## src/rtl/sw_pkg.sv

```systemverilog
`default_nettype none
// ============================================================================
//  Module      : sw_pkg
//  Description : Shared types and helpers for the switch/button conditioner.
//  Revision    : 1.0  initial release
// ============================================================================
package sw_pkg;

    typedef enum logic [1:0] {
        STABLE_LOW  = 2'd0,
        WAIT_HIGH   = 2'd1,
        STABLE_HIGH = 2'd2,
        WAIT_LOW    = 2'd3
    } sw_state_t;

    // Width of the stability counter; it only needs to reach STABLE_CYCLES-1.
    function automatic int cnt_width(input int stable_cycles);
        int w;
        w = $clog2(stable_cycles);
        return (w < 1) ? 1 : w;
    endfunction

endpackage
`default_nettype wire

```

## src/rtl/sw_debounce_ch.sv

```systemverilog
`default_nettype none
// ============================================================================
//  Module      : sw_debounce_ch
//  Description : One conditioner channel: 2-flop synchronizer, debounce FSM,
//                stability counter and registered level/rise/fall/toggle.
//  Revision    : 1.0  initial release
// ============================================================================
module sw_debounce_ch
    import sw_pkg::*;
#(
    parameter int STABLE_CYCLES = 500_000
) (
    input  logic clk,
    input  logic nrst,
    input  logic sw_in,
    output logic sw_level,
    output logic sw_rise,
    output logic sw_fall,
    output logic sw_toggle
);

    localparam int                 c_cnt_w    = cnt_width(STABLE_CYCLES);
    localparam logic [c_cnt_w-1:0] c_cnt_last = c_cnt_w'(STABLE_CYCLES - 1);
    localparam logic [c_cnt_w-1:0] c_cnt_one  = c_cnt_w'(1);

    logic [1:0]         r_sync;
    logic               w_s;
    sw_state_t          r_state;
    logic [c_cnt_w-1:0] r_cnt;
    logic               r_level;
    logic               r_rise;
    logic               r_fall;
    logic               r_toggle;

    always_ff @(posedge clk or negedge nrst) begin
        if (!nrst) begin
            r_sync <= 2'b00;
        end else begin
            r_sync <= {r_sync[0], sw_in};
        end
    end

    assign w_s = r_sync[1];

    // A candidate level must be seen STABLE_CYCLES times in a row; any
    // contrary sample drops back to the stable state without output activity.
    always_ff @(posedge clk or negedge nrst) begin
        if (!nrst) begin
            r_state  <= STABLE_LOW;
            r_cnt    <= '0;
            r_level  <= 1'b0;
            r_rise   <= 1'b0;
            r_fall   <= 1'b0;
            r_toggle <= 1'b0;
        end else begin
            r_rise <= 1'b0;
            r_fall <= 1'b0;
            case (r_state)
                STABLE_LOW: begin
                    if (w_s) begin
                        r_state <= WAIT_HIGH;
                        r_cnt   <= c_cnt_one;
                    end
                end
                WAIT_HIGH: begin
                    if (!w_s) begin
                        r_state <= STABLE_LOW;
                        r_cnt   <= '0;
                    end else if (r_cnt == c_cnt_last) begin
                        r_state  <= STABLE_HIGH;
                        r_cnt    <= '0;
                        r_level  <= 1'b1;
                        r_rise   <= 1'b1;
                        r_toggle <= ~r_toggle;
                    end else begin
                        r_cnt <= r_cnt + 1'b1;
                    end
                end
                STABLE_HIGH: begin
                    if (!w_s) begin
                        r_state <= WAIT_LOW;
                        r_cnt   <= c_cnt_one;
                    end
                end
                WAIT_LOW: begin
                    if (w_s) begin
                        r_state <= STABLE_HIGH;
                        r_cnt   <= '0;
                    end else if (r_cnt == c_cnt_last) begin
                        r_state <= STABLE_LOW;
                        r_cnt   <= '0;
                        r_level <= 1'b0;
                        r_fall  <= 1'b1;
                    end else begin
                        r_cnt <= r_cnt + 1'b1;
                    end
                end
                default: begin
                    r_state <= STABLE_LOW;
                    r_cnt   <= '0;
                end
            endcase
        end
    end

    assign sw_level  = r_level;
    assign sw_rise   = r_rise;
    assign sw_fall   = r_fall;
    assign sw_toggle = r_toggle;

endmodule
`default_nettype wire

```

## src/rtl/sw_conditioner.sv

```systemverilog
`default_nettype none
// ============================================================================
//  Module      : sw_conditioner
//  Description : N independent switch/button conditioning channels.
//  Revision    : 1.0  initial release
// ============================================================================
module sw_conditioner
    import sw_pkg::*;
#(
    parameter int N             = 2,
`ifdef SIMULATION
    parameter int STABLE_CYCLES = 4
`else
    parameter int STABLE_CYCLES = 500_000
`endif
) (
    input  logic         clk,
    input  logic         nrst,
    input  logic [N-1:0] sw_in,
    output logic [N-1:0] sw_level,
    output logic [N-1:0] sw_rise,
    output logic [N-1:0] sw_fall,
    output logic [N-1:0] sw_toggle
);

    for (genvar i = 0; i < N; i++) begin : g_ch
        sw_debounce_ch #(
            .STABLE_CYCLES (STABLE_CYCLES)
        ) u_ch (
            .clk       (clk),
            .nrst      (nrst),
            .sw_in     (sw_in[i]),
            .sw_level  (sw_level[i]),
            .sw_rise   (sw_rise[i]),
            .sw_fall   (sw_fall[i]),
            .sw_toggle (sw_toggle[i])
        );
    end

endmodule
`default_nettype wire

```

## config.mk

```make
export PLATFORM = sky130hd
export DESIGN_NAME = sw_conditioner
export DESIGN_NICKNAME = d
export VERILOG_FILES = /design/src/rtl/sw_pkg.sv /design/src/rtl/sw_debounce_ch.sv /design/src/rtl/sw_conditioner.sv
export SDC_FILE = /design/constraint.sdc
export NUM_CORES = 1
export LEC_CHECK = 0
export ABC_AREA = 1
export CORE_MARGIN = 1
export CORE_UTILIZATION = 45
export DETAILED_ROUTE_END_ITERATION = 12
export SYNTH_ARGS = -nofsm -noshare
export SYNTH_HDL_FRONTEND = slang
export SYNTH_SLANG_ARGS = --single-unit
```

## constraint.sdc

```tcl
create_clock -name clk -period 1.7 [get_ports clk]
set_clock_uncertainty 0.05 [all_clocks]
set_input_delay 0.255 -clock clk [delete_from_list [all_inputs] [get_ports clk]]
set_output_delay 0.255 -clock clk [all_outputs]
set_load 0.1 [all_outputs]
```

==> results of run 1 <==
## metrics by stage
step           setup slack [ns]  std cells  power, mW
6_report                  0.125        574       2.57
2_1_floorplan             0.149        452       1.68
3_5_place_dp             0.0765        564       1.81
5_1_grt                -0.00106        574       2.73
4_1_cts                  0.0617        573       2.61
3_3_place_gp              0.120        564       1.82
## area by class of cell
cell class | instances | area [um2] | share of cell area (%)
Sequential cell | 54 | 1350 | 36.7
Timing Repair Buffer | 31 | 350 | 9.50
Tap cell | 96 | 120 | 3.26
Inverter | 51 | 194 | 5.26
Clock buffer | 5 | 68.8 | 1.87
Clock inverter | 3 | 28.8 | 0.781
Multi-Input combinational cell | 334 | 1570 | 42.7
## per-layer routing
| layer | global-route usage, % | up-vias | share of wire [%] |
|---|---|---|---|
| met2 | 36.5 | 29 | 50 |
| met5 | 0 | - | 0 |
| met4 | 7.58 | 0 | 2.3 |
| met3 | 3.52 | 11 | 2.1 |
| met1 | 24.3 | 1255 | 45 |
| li1 | - | 1463 | - |
## registers in the layout, summed over array words and instances, names as in the netlist, named ones only
signal               count
g_ch.u_ch.sw_toggle      2
g_ch.u_ch.sw_level       2
g_ch.u_ch.r_state        2
g_ch.u_ch.r_sync         4
g_ch.u_ch.sw_fall        2
g_ch.u_ch.r_cnt         38
g_ch.u_ch.sw_rise        2
## power by group through the flow
stage / registers [mW] / clock network [mW] / logic, mW
after global routing: 1.42 / 0.870 / 0.446
after global placement: 1.43 / 0 / 0.389
after detailed placement: 1.43 / 0 / 0.385
after CTS: 1.40 / 0.823 / 0.388
final: 1.40 / 0.772 / 0.393
after floorplan: 1.41 / 0 / 0.261
## cell families (layout without fill, tap and decap cells)
family,count (synthesis),count (layout),synth area share (%)
compound gates,41,41,7.56
xor+xnor,12,12,3.27
fa+ha+maj,2,2,0.780
buf+inv,64,90,9.24
flops,54,54,42.1
simple gates,279,279,37.0
## placed cells by master (no fill, tap or decap), drive strengths merged, types with 5 or more instances in the layout
| cell | n |
|---|---|
| nand4 | 10 |
| buf | 28 |
| nand2 | 161 |
| o22ai | 6 |
| clkbuf | 5 |
| nand3 | 29 |
| inv | 53 |
| xor2 | 10 |
| a21oi | 6 |
| nor2 | 72 |
| dfrtp | 54 |
| o21ai | 26 |
## what timing repair did
item / 4_1_cts / 5_1_grt
hold buffers: 1 / 0
endpoints found under the setup margin: 0 / 13
hold endpoints to repair: 54 / 0
buffers inserted: 0 / 1
gates resized for setup: 0 / 2
## worst register-to-register path: cells and delay by family (launching register included)
family | cells | cell delay, ns
buf+inv | 2 | 0.14
simple gates | 7 | 0.71
flops | 1 | 0.39
fa+ha+maj | 1 | 0.19
## path summary, 6_finish.rpt
kind,start,to,cells after the start
setup reg to reg,g_ch[0].u_ch.r_cnt[0]$_DFFE_PN0P_,g_ch[0].u_ch.r_cnt[9]$_DFFE_PN0P_,10
max in group asynchronous,nrst,g_ch[0].u_ch.r_cnt[0]$_DFFE_PN0P_,3
min in group asynchronous,nrst,g_ch[1].u_ch.r_cnt[12]$_DFFE_PN0P_,3
setup / recovery,g_ch[0].u_ch.r_cnt[0]$_DFFE_PN0P_,g_ch[0].u_ch.r_cnt[9]$_DFFE_PN0P_,10
hold reg to reg,g_ch[0].u_ch.r_sync[0]$_DFF_PN0_,g_ch[0].u_ch.r_sync[1]$_DFF_PN0_,0
hold / removal,g_ch[0].u_ch.r_sync[0]$_DFF_PN0_,g_ch[0].u_ch.r_sync[1]$_DFF_PN0_,0
==> impl_metrics.env, run 1 <==
export IMPL_status="completed"
export IMPL_tightest_slew_ns=0.343
export IMPL_drt_iter0_drc=163
export IMPL_antenna_found_initial=0
export IMPL_dpl_cell_area_um2=3560
export IMPL_port_buffers=11
export IMPL_powerDensity_nw_per_um2=696
export IMPL_hold_ws_ns=0.310
export IMPL_drc=0
export IMPL_gp_congestion=0.919
export IMPL_fillers=692
export IMPL_design_area_um2=3690
export IMPL_synth_top_cell_area_share_pct=42.1
export IMPL_viasPerCell=4.80
export IMPL_crit_buf_inv=2
export IMPL_synth_net_count=458
export IMPL_maxSlewViolCount=0
export IMPL_slew_limit_headroom_pct=77.0
export IMPL_worstPathMaxFanout=8
export IMPL_worstSetupPathType="flip-flop to flip-flop"
export IMPL_start_util_pct=47.0
export IMPL_cts_root_buf="clkbuf_8"
export IMPL_cts_inserted_buffers=5
export IMPL_die_h_um=86.5
export IMPL_critical_path_slowest_cell="dfrtp_1"
export IMPL_synth_top_area_cell="dfrtp_1"
export IMPL_ant_nets=0
export IMPL_period_share_pct=92.6
export IMPL_avgSynthCellArea_um2=7.10
export IMPL_die_area_um2=7470
export IMPL_worstPathArrival_ns=1.74
export IMPL_crit_chain="ha_1, nand2_2, nor2_8, inv_4, nor2_4, nand2_4, nand2_8, inv_2, nand3_1, nand2_1"
export IMPL_wirelength_um=6880
export IMPL_die_w_um=86.5
export IMPL_final_util_pct=54.0
export IMPL_synth_flop_cell="dfrtp_1"
export IMPL_tns_ns=0
export IMPL_rows=30
export IMPL_pwr_share_comb_pct=15.3
export IMPL_antenna_cells=0
export IMPL_htreeDepth=2
export IMPL_core_area_um2=6830
export IMPL_hold_viol=0
export IMPL_pin_count=12
export IMPL_wl_per_cell_um=12.0
export IMPL_fin_nets=483
export IMPL_grt_max_degree=55
export IMPL_drive_gt1_share_pct=12.1
export IMPL_max_freq_mhz=635
export IMPL_cpLargestDelayFamily="simple AND/OR/NAND/NOR gates"
export IMPL_p_sw_share_pct=29.9
export IMPL_yosysSeqAreaShare_pct=42.1
export IMPL_synth_common_cells="155 x nand2_1, 68 x nor2_1, 54 x dfrtp_1"
export IMPL_syn_area_um2=3210
export IMPL_cp_start_kind="flip-flop"
export IMPL_cp_end_kind="flip-flop"
export IMPL_synthTopCellsByArea="dfrtp_1 42%, nand2_1 18%, nor2_1 8.0%, inv_1 5.6%, nand3_1 4.4%"
export IMPL_p_switching_mw=0.767
export IMPL_async_flop_share_pct=100
export IMPL_detailed_place_hpwl_um=5240
export IMPL_cts_sinks=54
export IMPL_yosysMostFrequentCell="nand2_1"
export IMPL_ys_seq_elements=54
export IMPL_area_delta_synth_final_pct=14.9
export IMPL_r2r_slack_ns=0.13
export IMPL_ys_types=30
export IMPL_clock_path_buffers=2
export IMPL_grt_pass1_vias=2637
export IMPL_setup_viol_count_final=0
export IMPL_cp_required_ns=1.86
export IMPL_peakVddDrop_mv=0.470
export IMPL_power_frac_clock_pct=30.1
export IMPL_drv_cap=0
export IMPL_yosysWarnings=0
export IMPL_clock_latency_ns=0.32
export IMPL_gr_total_overflow=0
export IMPL_internal_power_mw=1.80
export IMPL_first_pass_iters=4
export IMPL_leakagePower_nw=1.75
export IMPL_grt_pass1_wl_um=11800
export IMPL_synth_edf_count=0
export IMPL_track_usage_pct=20.3
export IMPL_path_clk_slew_ns=0.10
export IMPL_finalCriticalPeriod_ns=1.57
export IMPL_seq_power_share_pct=54.6
export IMPL_netlist_instances=452
export IMPL_rsz0062_at_grt="yes"
export IMPL_worst_path_largest_cell_delay_ns=0.39
export IMPL_num_vias=2758
export IMPL_cts_tree="yes"
export IMPL_hp_class="flip-flop to flip-flop"
Power figures use the tool's default switching activity.
==> run 2: changes to the inputs <==
--- a/config.mk
+++ b/config.mk
@@ -6,6 +6,7 @@
 export NUM_CORES = 1
 export LEC_CHECK = 0
 export ABC_AREA = 1
+export CORE_ASPECT_RATIO = 1.4
 export CORE_MARGIN = 1
 export CORE_UTILIZATION = 45
 export DETAILED_ROUTE_END_ITERATION = 12
==> run 2 against run 1 <==
Net effect:
- sequential share of layout area shrank 0.59 points
- global-route usage rose by 0.92 points
- register-to-register slack got worse by 0.03 ns
- fmax shrank 2.0%
- via count increased by 2.3%
- first-iteration DRC count increased by 12%
- core utilization is 0.10 points higher
- final cell count increased by 0.35%
- non-clock buffer count up 3
- die area about the same
==> impl_metrics.env, run 2 (same netlist as run 1, synthesis figures left out) <==
export IMPL_hp_class="flip-flop to flip-flop"
export IMPL_max_freq_mhz=622
export IMPL_period_share_pct=94.5
export IMPL_start_util_pct=46.3
export IMPL_p_switching_mw=0.765
export IMPL_leakagePower_nw=1.78
export IMPL_cts_inserted_buffers=5
export IMPL_r2r_start="g_ch[0].u_ch.r_cnt[0]$_DFFE_PN0P_"
export IMPL_grt_pass1_wl_um=12200
export IMPL_seq_power_share_pct=51.4
export IMPL_drv_cap=0
export IMPL_pwr_share_comb_pct=15.9
export IMPL_worst_path_largest_cell_delay_ns=0.42
export IMPL_pin_count=12
export IMPL_gp_congestion=0.892
export IMPL_cts_sinks=54
export IMPL_largest_reg_flops=38
export IMPL_ant_nets=0
export IMPL_antenna_cells=0
export IMPL_die_w_um=73.4
export IMPL_cts_tree="yes"
export IMPL_cp_num_cells=10
export IMPL_path_clk_slew_ns=0.10
export IMPL_track_usage_pct=21.3
export IMPL_crit_chain="ha_2, nand2_2, nor2_8, inv_4, nor2_4, nand2_4, nand2_8, inv_2, nand3_1, nand2_1"
export IMPL_mostFrequentLayoutCells="155 x nand2_1, 66 x nor2_1, 53 x dfrtp_1"
export IMPL_fin_nets=486
export IMPL_r2r_slack_ns=0.09
export IMPL_first_pass_iters=4
export IMPL_maxSlewViolCount=0
export IMPL_p_sw_share_pct=28.1
export IMPL_htreeDepth=2
export IMPL_tightest_slew_ns=0.330
export IMPL_critical_path_slowest_cell="dfrtp_1"
export IMPL_viasPerCell=4.90
export IMPL_rows=36
export IMPL_hold_viol=0
export IMPL_power_frac_clock_pct=32.7
export IMPL_fillers=715
export IMPL_crit_buf_inv=2
export IMPL_final_common_cell="nand2_1"
export IMPL_core_area_um2=6940
export IMPL_tns_ns=0
export IMPL_clock_path_buffers=2
export IMPL_gr_total_overflow=0
export IMPL_die_h_um=102
export IMPL_port_buffers=11
export IMPL_worstPathArrival_ns=1.76
export IMPL_min_from="g_ch[1].u_ch.r_sync[0]$_DFF_PN0_"
export IMPL_detailed_place_hpwl_um=5500
export IMPL_setup_worst_path_end="g_ch[0].u_ch.r_cnt[18]$_DFFE_PN0P_"
export IMPL_r2r_end="g_ch[0].u_ch.r_cnt[18]$_DFFE_PN0P_"
export IMPL_peakVddDrop_mv=0.506
export IMPL_die_area_um2=7480
export IMPL_grt_pass1_vias=2671
export IMPL_wirelength_um=7220
export IMPL_worstPathMaxFanout=8
export IMPL_cp_start_kind="flip-flop"
export IMPL_status="completed"
export IMPL_powerDensity_nw_per_um2=727
export IMPL_worstSetupPathType="flip-flop to flip-flop"
export IMPL_cpLargestDelayFamily="simple AND/OR/NAND/NOR gates"
export IMPL_antenna_found_initial=0
export IMPL_final_util_pct=54.1
export IMPL_clock_latency_ns=0.31
export IMPL_reg2regPathDepth=10
export IMPL_regMostFlops="g_ch.u_ch.r_cnt"
export IMPL_drt_iter0_drc=183
export IMPL_cts_root_buf="clkbuf_8"
export IMPL_grt_max_degree=55
export IMPL_finalCriticalPeriod_ns=1.61
export IMPL_num_vias=2822
export IMPL_cp_end_kind="flip-flop"
export IMPL_cp_required_ns=1.86
export IMPL_wl_per_cell_um=12.5
export IMPL_internal_power_mw=1.96
export IMPL_area_delta_synth_final_pct=16.8
export IMPL_setup_viol_count_final=0
export IMPL_slew_limit_headroom_pct=77.8
export IMPL_drive_gt1_share_pct=13.3
export IMPL_drc=0
export IMPL_reg_largest_list="g_ch.u_ch.r_cnt x38, g_ch.u_ch.r_sync x4"
export IMPL_rsz0062_at_grt="yes"
export IMPL_startpoint="g_ch[0].u_ch.r_cnt[0]$_DFFE_PN0P_"
run 2: cell count changes in the layout (fill, tap and decap cells not counted), sizes merged:
| cell | change |
|---|---|
| bufinv | +1 |
| inv | -1 |
| buf | +3 |
run 2: cell type report:
| cell class | count | area, um2 | area share, % |
|---|---|---|---|
| repair buffers | 34 | 385 | 10.3 |
| clock inverters | 3 | 47.5 | 1.27 |
| clock buffers | 5 | 68.8 | 1.84 |
| inverters | 51 | 194 | 5.17 |
| well taps | 95 | 119 | 3.17 |
| multi-input cells | 334 | 1580 | 42.2 |
| flip-flops and latches | 54 | 1350 | 36.1 |
run 2: worst min-delay path by stage:
stage | end | slack (ns) | cells past startpoint
5_1_grt | g_ch[0].u_ch.r_sync[0]$_DFF_PN0_ | 0.31 | 1
3_3_place_gp | g_ch[1].u_ch.r_cnt[11]$_DFFE_PN0P_ | 0.23 | 2
2_1_floorplan | async pin | -0.09 | 0
3_5_place_dp | g_ch[1].u_ch.r_cnt[15]$_DFFE_PN0P_ | 0.23 | 2
6_report | g_ch[1].u_ch.r_sync[1]$_DFF_PN0_ | 0.31 | 0
4_1_cts | g_ch[0].u_ch.r_sync[0]$_DFF_PN0_ | 0.31 | 1
run 2: power groups by stage:
stage                     Sequential, mW  Combinational [mW]  Clock [mW]
after floorplan                     1.41               0.261           0
after global placement              1.43               0.386           0
after detailed placement            1.43               0.389           0
after CTS                           1.40               0.392       0.931
after global routing                1.41               0.489       0.975
final                               1.40               0.434       0.891
run 2: through the flow:
stage	power [mW]	hold slack (ns)	std cells	area, um2	setup WS (ns)
floorplan	1.68	-0.0906	452	3210	0.149
global placement	1.81	0.226	563	3570	0.0985
detailed placement	1.82	0.227	563	3570	0.0537
CTS	2.72	0.308	572	3700	0.0164
global route	2.88	0.307	576	3750	-0.0214
finish	2.73	0.315	576	3750	0.0932
run 2: routing by layer:
| metal | track usage [%] | share of wire [%] |
|---|---|---|
| met3 | 2.27 | 1.8 |
| met1 | 24.3 | 40 |
| met5 | 0 | 0 |
| met4 | 9.62 | 2.7 |
| met2 | 39.3 | 55 |
run 2: worst register-to-register path, stage by stage (launching register included):
cell     delay [ns]
dfrtp_1        0.42
ha_2           0.21
nand2_2        0.10
nor2_8         0.15
inv_4          0.05
nor2_4         0.13
nand2_4        0.09
nand2_8        0.12
inv_2          0.08
nand3_1        0.07
nand2_1        0.05
run 2: what timing repair did:
action / in CTS / in global routing
endpoints found under the hold margin: 54 / 0
setup buffers: 0 / 4
hold buffers: 1 / 0
gates resized for setup: 0 / 6
setup endpoints to repair: 0 / 10
